## src/rtl/regfile_multiport.sv

```systemverilog
// Multiport register file: two registered read ports, one write port,
// self-clearing after reset, optional write-to-read bypass and zero register.
module regfile_multiport #(
  parameter int DATA_W     = 32,
  parameter int ADDR_W     = 5,
  parameter bit ZERO_REG   = 1'b1,
  parameter bit BYPASS     = 1'b1,
  parameter int DEBUG_ADDR = 3
) (
  input  logic              clock,
  input  logic              reset,
  input  logic              rd_en,
  input  logic [ADDR_W-1:0] rd_addr1,
  input  logic [ADDR_W-1:0] rd_addr2,
  output logic [DATA_W-1:0] rd_data1,
  output logic [DATA_W-1:0] rd_data2,
  output logic              rd_valid,
  input  logic              wr_en,
  input  logic [ADDR_W-1:0] wr_addr,
  input  logic [DATA_W-1:0] wr_data,
  output logic              busy,
  output logic [DATA_W-1:0] dbg_data
);

  localparam int DEPTH = 2 ** ADDR_W;
  localparam logic [ADDR_W-1:0] LAST = '1;
  localparam logic [ADDR_W-1:0] DBG  = ADDR_W'(DEBUG_ADDR);

  typedef enum logic {CLEAR, READY} state_e;

  state_e            state_q, state_d;
  logic [ADDR_W-1:0] clr_cnt_q, clr_cnt_d;
  logic [DATA_W-1:0] mem_q [DEPTH];
  logic [DATA_W-1:0] rd_data1_q, rd_data1_d;
  logic [DATA_W-1:0] rd_data2_q, rd_data2_d;
  logic              rd_valid_q, rd_valid_d;

  logic              we;
  logic [ADDR_W-1:0] waddr;
  logic [DATA_W-1:0] wdata;
  logic              usr_wr;

  function automatic logic [DATA_W-1:0] rd_val(
    input logic [ADDR_W-1:0] a,
    input logic              hit,
    input logic [ADDR_W-1:0] wa,
    input logic [DATA_W-1:0] wd,
    input logic [DATA_W-1:0] cur
  );
    if (ZERO_REG && a == '0)
      return '0;
    else if (BYPASS && hit && wa == a)
      return wd;
    else
      return cur;
  endfunction

  always_comb begin
    state_d    = state_q;
    clr_cnt_d  = clr_cnt_q;
    rd_data1_d = rd_data1_q;
    rd_data2_d = rd_data2_q;
    rd_valid_d = 1'b0;
    we         = 1'b0;
    waddr      = clr_cnt_q;
    wdata      = '0;
    usr_wr     = 1'b0;
    unique case (state_q)
      CLEAR: begin
        we        = 1'b1;
        clr_cnt_d = clr_cnt_q + ADDR_W'(1);
        if (clr_cnt_q == LAST)
          state_d = READY;
      end
      READY: begin
        // writes to a hardwired-zero entry are dropped, so never bypassed
        usr_wr = wr_en && !(ZERO_REG && wr_addr == '0);
        we     = usr_wr;
        waddr  = wr_addr;
        wdata  = wr_data;
        if (rd_en) begin
          rd_valid_d = 1'b1;
          rd_data1_d = rd_val(rd_addr1, usr_wr, wr_addr,
                              wr_data, mem_q[rd_addr1]);
          rd_data2_d = rd_val(rd_addr2, usr_wr, wr_addr,
                              wr_data, mem_q[rd_addr2]);
        end
      end
    endcase
  end

  always_ff @(posedge clock) begin
    if (reset) begin
      state_q    <= CLEAR;
      clr_cnt_q  <= '0;
      rd_data1_q <= '0;
      rd_data2_q <= '0;
      rd_valid_q <= 1'b0;
    end else begin
      state_q    <= state_d;
      clr_cnt_q  <= clr_cnt_d;
      rd_data1_q <= rd_data1_d;
      rd_data2_q <= rd_data2_d;
      rd_valid_q <= rd_valid_d;
    end
  end

  always_ff @(posedge clock) begin
    if (!reset && we)
      mem_q[waddr] <= wdata;
  end

  assign rd_data1 = rd_data1_q;
  assign rd_data2 = rd_data2_q;
  assign rd_valid = rd_valid_q;
  assign busy     = (state_q == CLEAR);
  assign dbg_data = mem_q[DBG];

endmodule

```

## config.mk

```make
export PLATFORM = sky130hd
export DESIGN_NAME = regfile_multiport
export DESIGN_NICKNAME = d
export VERILOG_FILES = /design/src/rtl/regfile_multiport.sv
export SDC_FILE = /design/constraint.sdc
export NUM_CORES = 1
export LEC_CHECK = 0
export CAP_MARGIN = 20
export CORE_MARGIN = 4
export CORE_UTILIZATION = 40
export CTS_CLUSTER_DIAMETER = 200
export DETAILED_ROUTE_END_ITERATION = 10
export PLACE_DENSITY = 0.56
export RECOVER_POWER = 100
export SYNTH_ARGS = -nofsm -noshare
export SYNTH_HDL_FRONTEND = slang
export SYNTH_SLANG_ARGS = --single-unit
```

## constraint.sdc

```tcl
create_clock -name clock -period 3.2 [get_ports clock]
set_clock_uncertainty 0.1 [all_clocks]
set_input_delay 0.48 -clock clock [delete_from_list [all_inputs] [get_ports clock]]
set_output_delay 0.48 -clock clock [all_outputs]
set_load 0.02 [all_outputs]
```

==> results of run 1 <==
-- timing repair --
action / CTS / global route
hold buffers: 0 / 0
setup endpoints to repair: 0 / 3
gates resized for setup: 0 / 1
-- worst min path at each step --
stage	cells after the start	end
after CTS	2	rd_data2[3]
after global routing	2	rd_data2[3]
after detailed placement	1	rd_data1[23]
after floorplan	2	clr_cnt_q[4]
after global placement	1	rd_data2[11]
final	2	rd_data2[3]
-- area by class of cell --
cell class | instances | area share (%)
Inverter | 6 | 0.0383
Clock inverter | 64 | 1.15
Sequential cell | 1095 | 54.8
Tap cell | 1637 | 3.49
Multi-Input combinational cell | 1509 | 28.1
Antenna cell | 2 | 0.00852
Clock buffer | 145 | 5.29
Timing Repair Buffer | 412 | 7.17
-- stage by stage --
| stage | worst slack (ns) | cells | power [W] |
|---|---|---|---|
| CTS | 0.0659 | 4859 | 0.0312 |
| floorplan | -0.0313 | 2842 | 0.0171 |
| global route | 0.0611 | 4868 | 0.0320 |
| finish | 0.107 | 4870 | 0.0310 |
| global placement | -0.594 | 4649 | 0.0179 |
| detailed placement | -0.327 | 4650 | 0.0179 |
-- cell families (layout without fill, tap and decap cells) --
logic type      Yosys count  count (layout)  synth area share [%]
buf+inv                 238             627                  2.37
xor+xnor                 13              13                 0.229
compound gates          463             463                  6.98
mux                     766             766                  22.0
fa+ha+maj                 2               2                0.0504
other cells               0               2                     0
simple gates            265             265                  3.62
flops                  1095            1095                  64.8
-- power by group through the flow --
stage,Sequential (W),Combinational (W),Clock (W)
floorplan,0.0159,0.00119,0
global placement,0.0159,0.00202,0
detailed placement,0.0159,0.00203,0
CTS,0.0156,0.00204,0.0136
global route,0.0156,0.00211,0.0143
finish,0.0156,0.00203,0.0134
-- placed cells by master (no fill, tap or decap), drive strengths merged, types with 3 or more instances in the layout --
cell           count
nand3b             5
clkbuf           222
mux2i            506
nor4b              8
xnor2             12
a21oi              4
nor4bb             5
nand2             16
nor4              66
bufinv            14
and2              32
a221o             62
dfxtp             71
inv                9
o31ai              3
buf              189
o21ai              3
nand3              4
clkdlybuf4s50     45
a22oi            253
nor3               3
nor2              47
mux4             260
nand4             65
clkinvlp           4
or4                3
a31oi              3
o22ai            126
clkinv            43
edfxtp          1024
dlygate4sd3       99
-- critical path, cell delays in order, from the launching register on --
cell and delay (ns):
dfxtp_2 0.55, buf_6 0.46, and3b_1 0.26, o21ai_0 0.14
o21bai_2 0.38, clkbuf_4 0.45, nor4_1 0.49, a221o_1 0.17
-- routing by layer --
layer	vias up	GRT usage (%)
met5	-	0
met1	16312	35.3
met2	1821	39.2
met3	319	5.37
li1	12700	-
met4	4	7.32
-- registers in the layout, summed over array words and instances, names as in the netlist --
| signal | count |
|---|---|
| rd_data1 | 32 |
| clr_cnt_q | 5 |
| rd_data2 | 32 |
| state_q | 1 |
| mem_q | 1024 |
| rd_valid | 1 |
==> impl_results.md, run 1 <==
* Largest net degree at the start of global routing at 65
* Top Layer Used: met5
* Synth area leaders: edfxtp_1 62%, mux4_2 12%, mux2i_1 10%
* Starting density of the core at around two fifths
* Slew margin rel. at -16.4%
* First-pass GRT wire length at 235000 um
* Filler cells at 10310
* Net switching power figure at between 0.006 and 0.007 W
* H-tree depth at 3
* Core box area at roughly 120000 um^2
* Max Cap Viol at 4
* TritonRoute pass-1 iters at 6
* Met2 wire len at 76600 um
* Vias/cell at 6.40
* Antenna-violating nets left at 0
* Syn avg cell area at 17.5 um^2
* Clk root buf: clkbuf_16
* Cts bufs inserted at around 110
* Clock Path Buffers at 3
* Synth unique cells at between 50 and 60
* Post-CTS Setup Inserts at 0
* RSZ-0062 raised after global routing: false
* Hold slack final at around 0.36 ns
* Part of the power in the clock network at 43.3%
* Crit path DAT at 3.63 ns
* Area of the multi-input gates at about 16000 um^2
* Number of synthesized register bits at 1095
* CP Class: flip-flop to flip-flop
* Startpoint Class: flip-flop
* Tcrit/Tclk final at between 90% and 100%
* Final min period at 3.09 ns
* Final Util at 47.6%
* Cell Area, Placed at 55700 um^2
* Dominant synthesized flop cell: edfxtp_1
* Switching Share at approximately 22%
* Synth top cells by count: 1024 x edfxtp_1, 506 x mux2i_1, 260 x mux4_2, 253 x a22oi_1, 126 x o22ai_1
* Critical Path Source: state_q
* Hpwl dp at about 110000 um
* Aggregate global routing overflow at 0
* Failing checks: capacitance limit, slew limit
* R2R Path Start: state_q
* Ports at approximately 150
* Cell Int Power at 0.0243 W
* GPL Wtd Cong at between 0.8 and 0.9
* Min-Delay Path Class: input pin to flip-flop
* Setup slack, reg-to-reg at ~0.11 ns
* Routed wire per std cell at around 34 um
* Syn-to-layout area delta at 18.3%
* Comb power frac at approximately 6.5%
* CP required at 3.73 ns
* Top cell type's share of synthesized area at 61.9%
* Register area share after synthesis at between 60% and 70%
* Die height at 360 um
* Detailed-route via count at between 30000 and 40000
* R2r endpoint: rd_data1[24]
* Worst R2R Path Depth at 7
* Power per cell area at ~530 nW/um^2
* Reg clk slew, reported paths at 0.06 ns
* Ys async rst share at 0%
* Nets at ~3200
* CTS tree: done
* Number of clock sinks at around 1100
* Vias in the first global route at 31538
* M1 wire length at just under 70000 um
* Die area at about 130000 um^2
* Final setup TNS at 0 ns
* Most instantiated library cell after synthesis: edfxtp_1
* Final setup viols at 0
* Number of synthesized flops with an enable pin at slightly above 1000
* CP endpoint kind: flip-flop
* Critical path peak fanout at 35
* Peak VDD IR at between 0.4 and 0.5 mV
* Finished Cell Area at between 50000 and 60000 um^2
* Static Leak at 19.7 nW
* Mapped Cells at 2842
* Met3 WL post-DR at roughly 17000 um
* Worst hold start: wr_data[3]
* Share of power burned in registers at 50.2%
* Total GRT Usage at 25.0%
* FP Rows at ~130
* Final slew viol count at 132
* Count of final hold-check violations at 0
* Buffers on Ports at roughly 150
* Fmax at about 320 MHz
* Post-synth net total at 2895
* Die Wd at about 360 um
* Synthesized area at between 40000 and 50000 um^2
* Initial antenna violation count at 13
* Ys Warns at 0
* Status: finished with violations
* Worst Setup EP: rd_data1[24]
* Slew @ Worst Pin at between 1.5 and 2 ns
* Initial DRC Count at ~4100
* Number of remaining DRC errors at 0
* Largest area contributor in the netlist: edfxtp_1
* Routed WL at approximately 170000 um
* Worst skew pair latency at 0.70 ns
* Share of cells above drive strength 1 at roughly 22%
* Register area at approximately 32000 um^2
No activity file was read; power rests on OpenSTA's default activity.
==> inputs of run 2 (changes only) <==
--- a/config.mk
+++ b/config.mk
@@ -10,7 +10,7 @@
 export CORE_UTILIZATION = 40
 export CTS_CLUSTER_DIAMETER = 200
 export DETAILED_ROUTE_END_ITERATION = 10
-export PLACE_DENSITY = 0.56
+export PLACE_DENSITY = 0.61
 export RECOVER_POWER = 100
 export SYNTH_ARGS = -nofsm -noshare
 export SYNTH_HDL_FRONTEND = slang
==> run 2 against run 1 <==
The flow still finishes with violations (capacitance limit, slew limit). Routed wire length rose by 1.1%. Register-to-register slack improved by 0.11 ns. Non-clock buffer count rose by 14. Cell area rose by 1.0%. Critical path depth did not move. Core utilization rose by 0.48 points.
==> impl_results.md, run 2 (same netlist as run 1, synthesis figures left out) <==
* Status: finished with violations
* Failing checks: capacitance limit, slew limit
* GRT met1 Usage at a little over a third
* Initial antenna violation count at 13
* CP Class: input pin to flip-flop
* Max Cap Viol at 5
* Peak VDD IR at between 0.3 and 0.4 mV
* Final min period at 3.03 ns
* Pre-CTS setup slack at -0.335 ns
* Vias in the first global route at between 30000 and 40000
* Cts bufs inserted at 110
* Critical path peak fanout at 20
* Most frequent cells in the layout: 1024 x edfxtp_1, 506 x mux2i_1, 260 x mux4_2, 253 x a22oi_1, 126 x o22ai_1
* H-tree depth at 3
* Ports at between 100 and 150
* Post-CTS Setup Inserts at 0
* Reg clk slew, reported paths at approximately 0.06 ns
* Nets at about 3200
* Finished Cell Area at 59300 um^2
* First-pass GRT wire length at around 240000 um
* Number of clock sinks at around 1100
* Total GRT Usage at 25.4%
* Overall Power at 0.0308 W
* Fmax at approximately 330 MHz
* Post-cts sizing count at 0
* Antenna-violating nets left at 0
* Clock Path Buffers at 3
* CTS tree: done
* Die area at 130000 um^2
* Routed wire per std cell at 34.4 um
* Largest Register: mem_q
* Final slew viol count at about 130
* Most common cell after layout, fill and taps aside: edfxtp_1
* CP required at about 3.8 ns
* Die Wd at between 300 and 400 um
* Slew margin rel. at -9.18%
* GPL Wtd Cong at around 0.94
* Routed WL at ~170000 um
* Vias/cell at roughly 6.5
* Final setup margin at ~0.17 ns
* TritonRoute pass-1 iters at 5
* Number of remaining DRC errors at 0
* Met2 usage at just under 40%
* Clk root buf: clkbuf_16
* Static Leak at a little under 20 nW
* Syn-to-layout area delta at 19.4%
* Startpoint Class: input pin
* M3 GR Usage at 5.59%
* Worst skew pair latency at ~0.73 ns
* RSZ-0062 raised after global routing: false
* Power per cell area at 520 nW/um^2
* Core box area at approximately 120000 um^2
* Busiest grt layer: met2
* Crit path DAT at around 3.6 ns
* Tcrit/Tclk final at 94.6%
* Cell Area, Placed at 56200 um^2
* Detailed-route via count at around 32000
* Hpwl dp at 110000 um
* Initial DRC Count at 4290
* Slew @ Worst Pin at around 1.6 ns
* Die height at between 300 and 400 um
* CTS Hold Bufs at 0
* Buffers on Ports at 148
* Final setup viols at 0
* Aggregate global routing overflow at 0
* Starting density of the core at between 40% and 50%
* Max reg flops at approximately 1000
* Min-Delay Path Class: input pin to flip-flop
* FP Rows at 129
* CP endpoint kind: flip-flop
* Count of final hold-check violations at 0
* Largest net degree at the start of global routing at 65
* Share of cells above drive strength 1 at about 23%
[run 2: changes by cell type in the layout (fill, tap and decap cells not counted), sizes merged]
cell,previous run,this run
buf,189,222
clkinvlp,4,6
clkinv,43,40
diode,2,1
dlymetal6s2s,2,1
dlygate4sd3,99,100
clkdlybuf4s50,45,44
bufinv,14,11
inv,9,10
clkbuf,222,208
[run 2: power breakdown]
part | switching (W) | leakage, nW | internal (W)
registers | 0.0000585 | 9.61 | 0.0155
logic | 0.00119 | 8.44 | 0.000861
clock network | 0.00560 | 1.82 | 0.00760
total | 0.00685 | 19.9 | 0.0240
[run 2: routing by layer]
| layer | part of all wire (%) | up-vias |
|---|---|---|
| met2 | 46 | 2045 |
| met5 | 0.026 | - |
| li1 | - | 12722 |
| met1 | 40 | 16470 |
| met4 | 3.7 | 8 |
| met3 | 11 | 392 |
[run 2: stage by stage]
stage               util [%]  hold WS (ns)  std cells  TNS, ns
floorplan                  -         0.432       2842   -11.82
global placement        45.5         0.378       4673    -1.34
detailed placement      45.5         0.375       4673   -0.640
CTS                     48.5         0.277       4883        0
global route            48.1         0.314       4883        0
finish                  48.1         0.330       4884        0
[run 2: worst paths after layout]
check / startpoint / endpoint / slack, ns / cells past startpoint
worst max-delay path: wr_addr[0] / rd_data2[27] / 0.17 / 7
worst min-delay path: wr_data[26] / rd_data2[26] / 0.33 / 2
worst max register to register: state_q / mem_q[18][8] / 0.22 / 7
worst min register to register: rd_data1[13] / rd_data1[13] / 0.39 / 1
[run 2: layout make-up]
cell class	instances	area (um^2)
fillers	10171	64100
flip-flops and latches	1095	32200
multi-input cells	1509	16600
repair buffers	426	4760
clock buffers	149	3050
well taps	1637	2050
clock inverters	61	673
inverters	6	22.5
diodes	1	2.50
[run 2: worst max-delay path, stage by stage]
cell	delay, ns
dlygate4sd3_1	0.72
or4_1	0.66
nor2_1	0.27
o31ai_2	0.17
buf_12	0.19
nor4_1	0.84
a221o_1	0.22
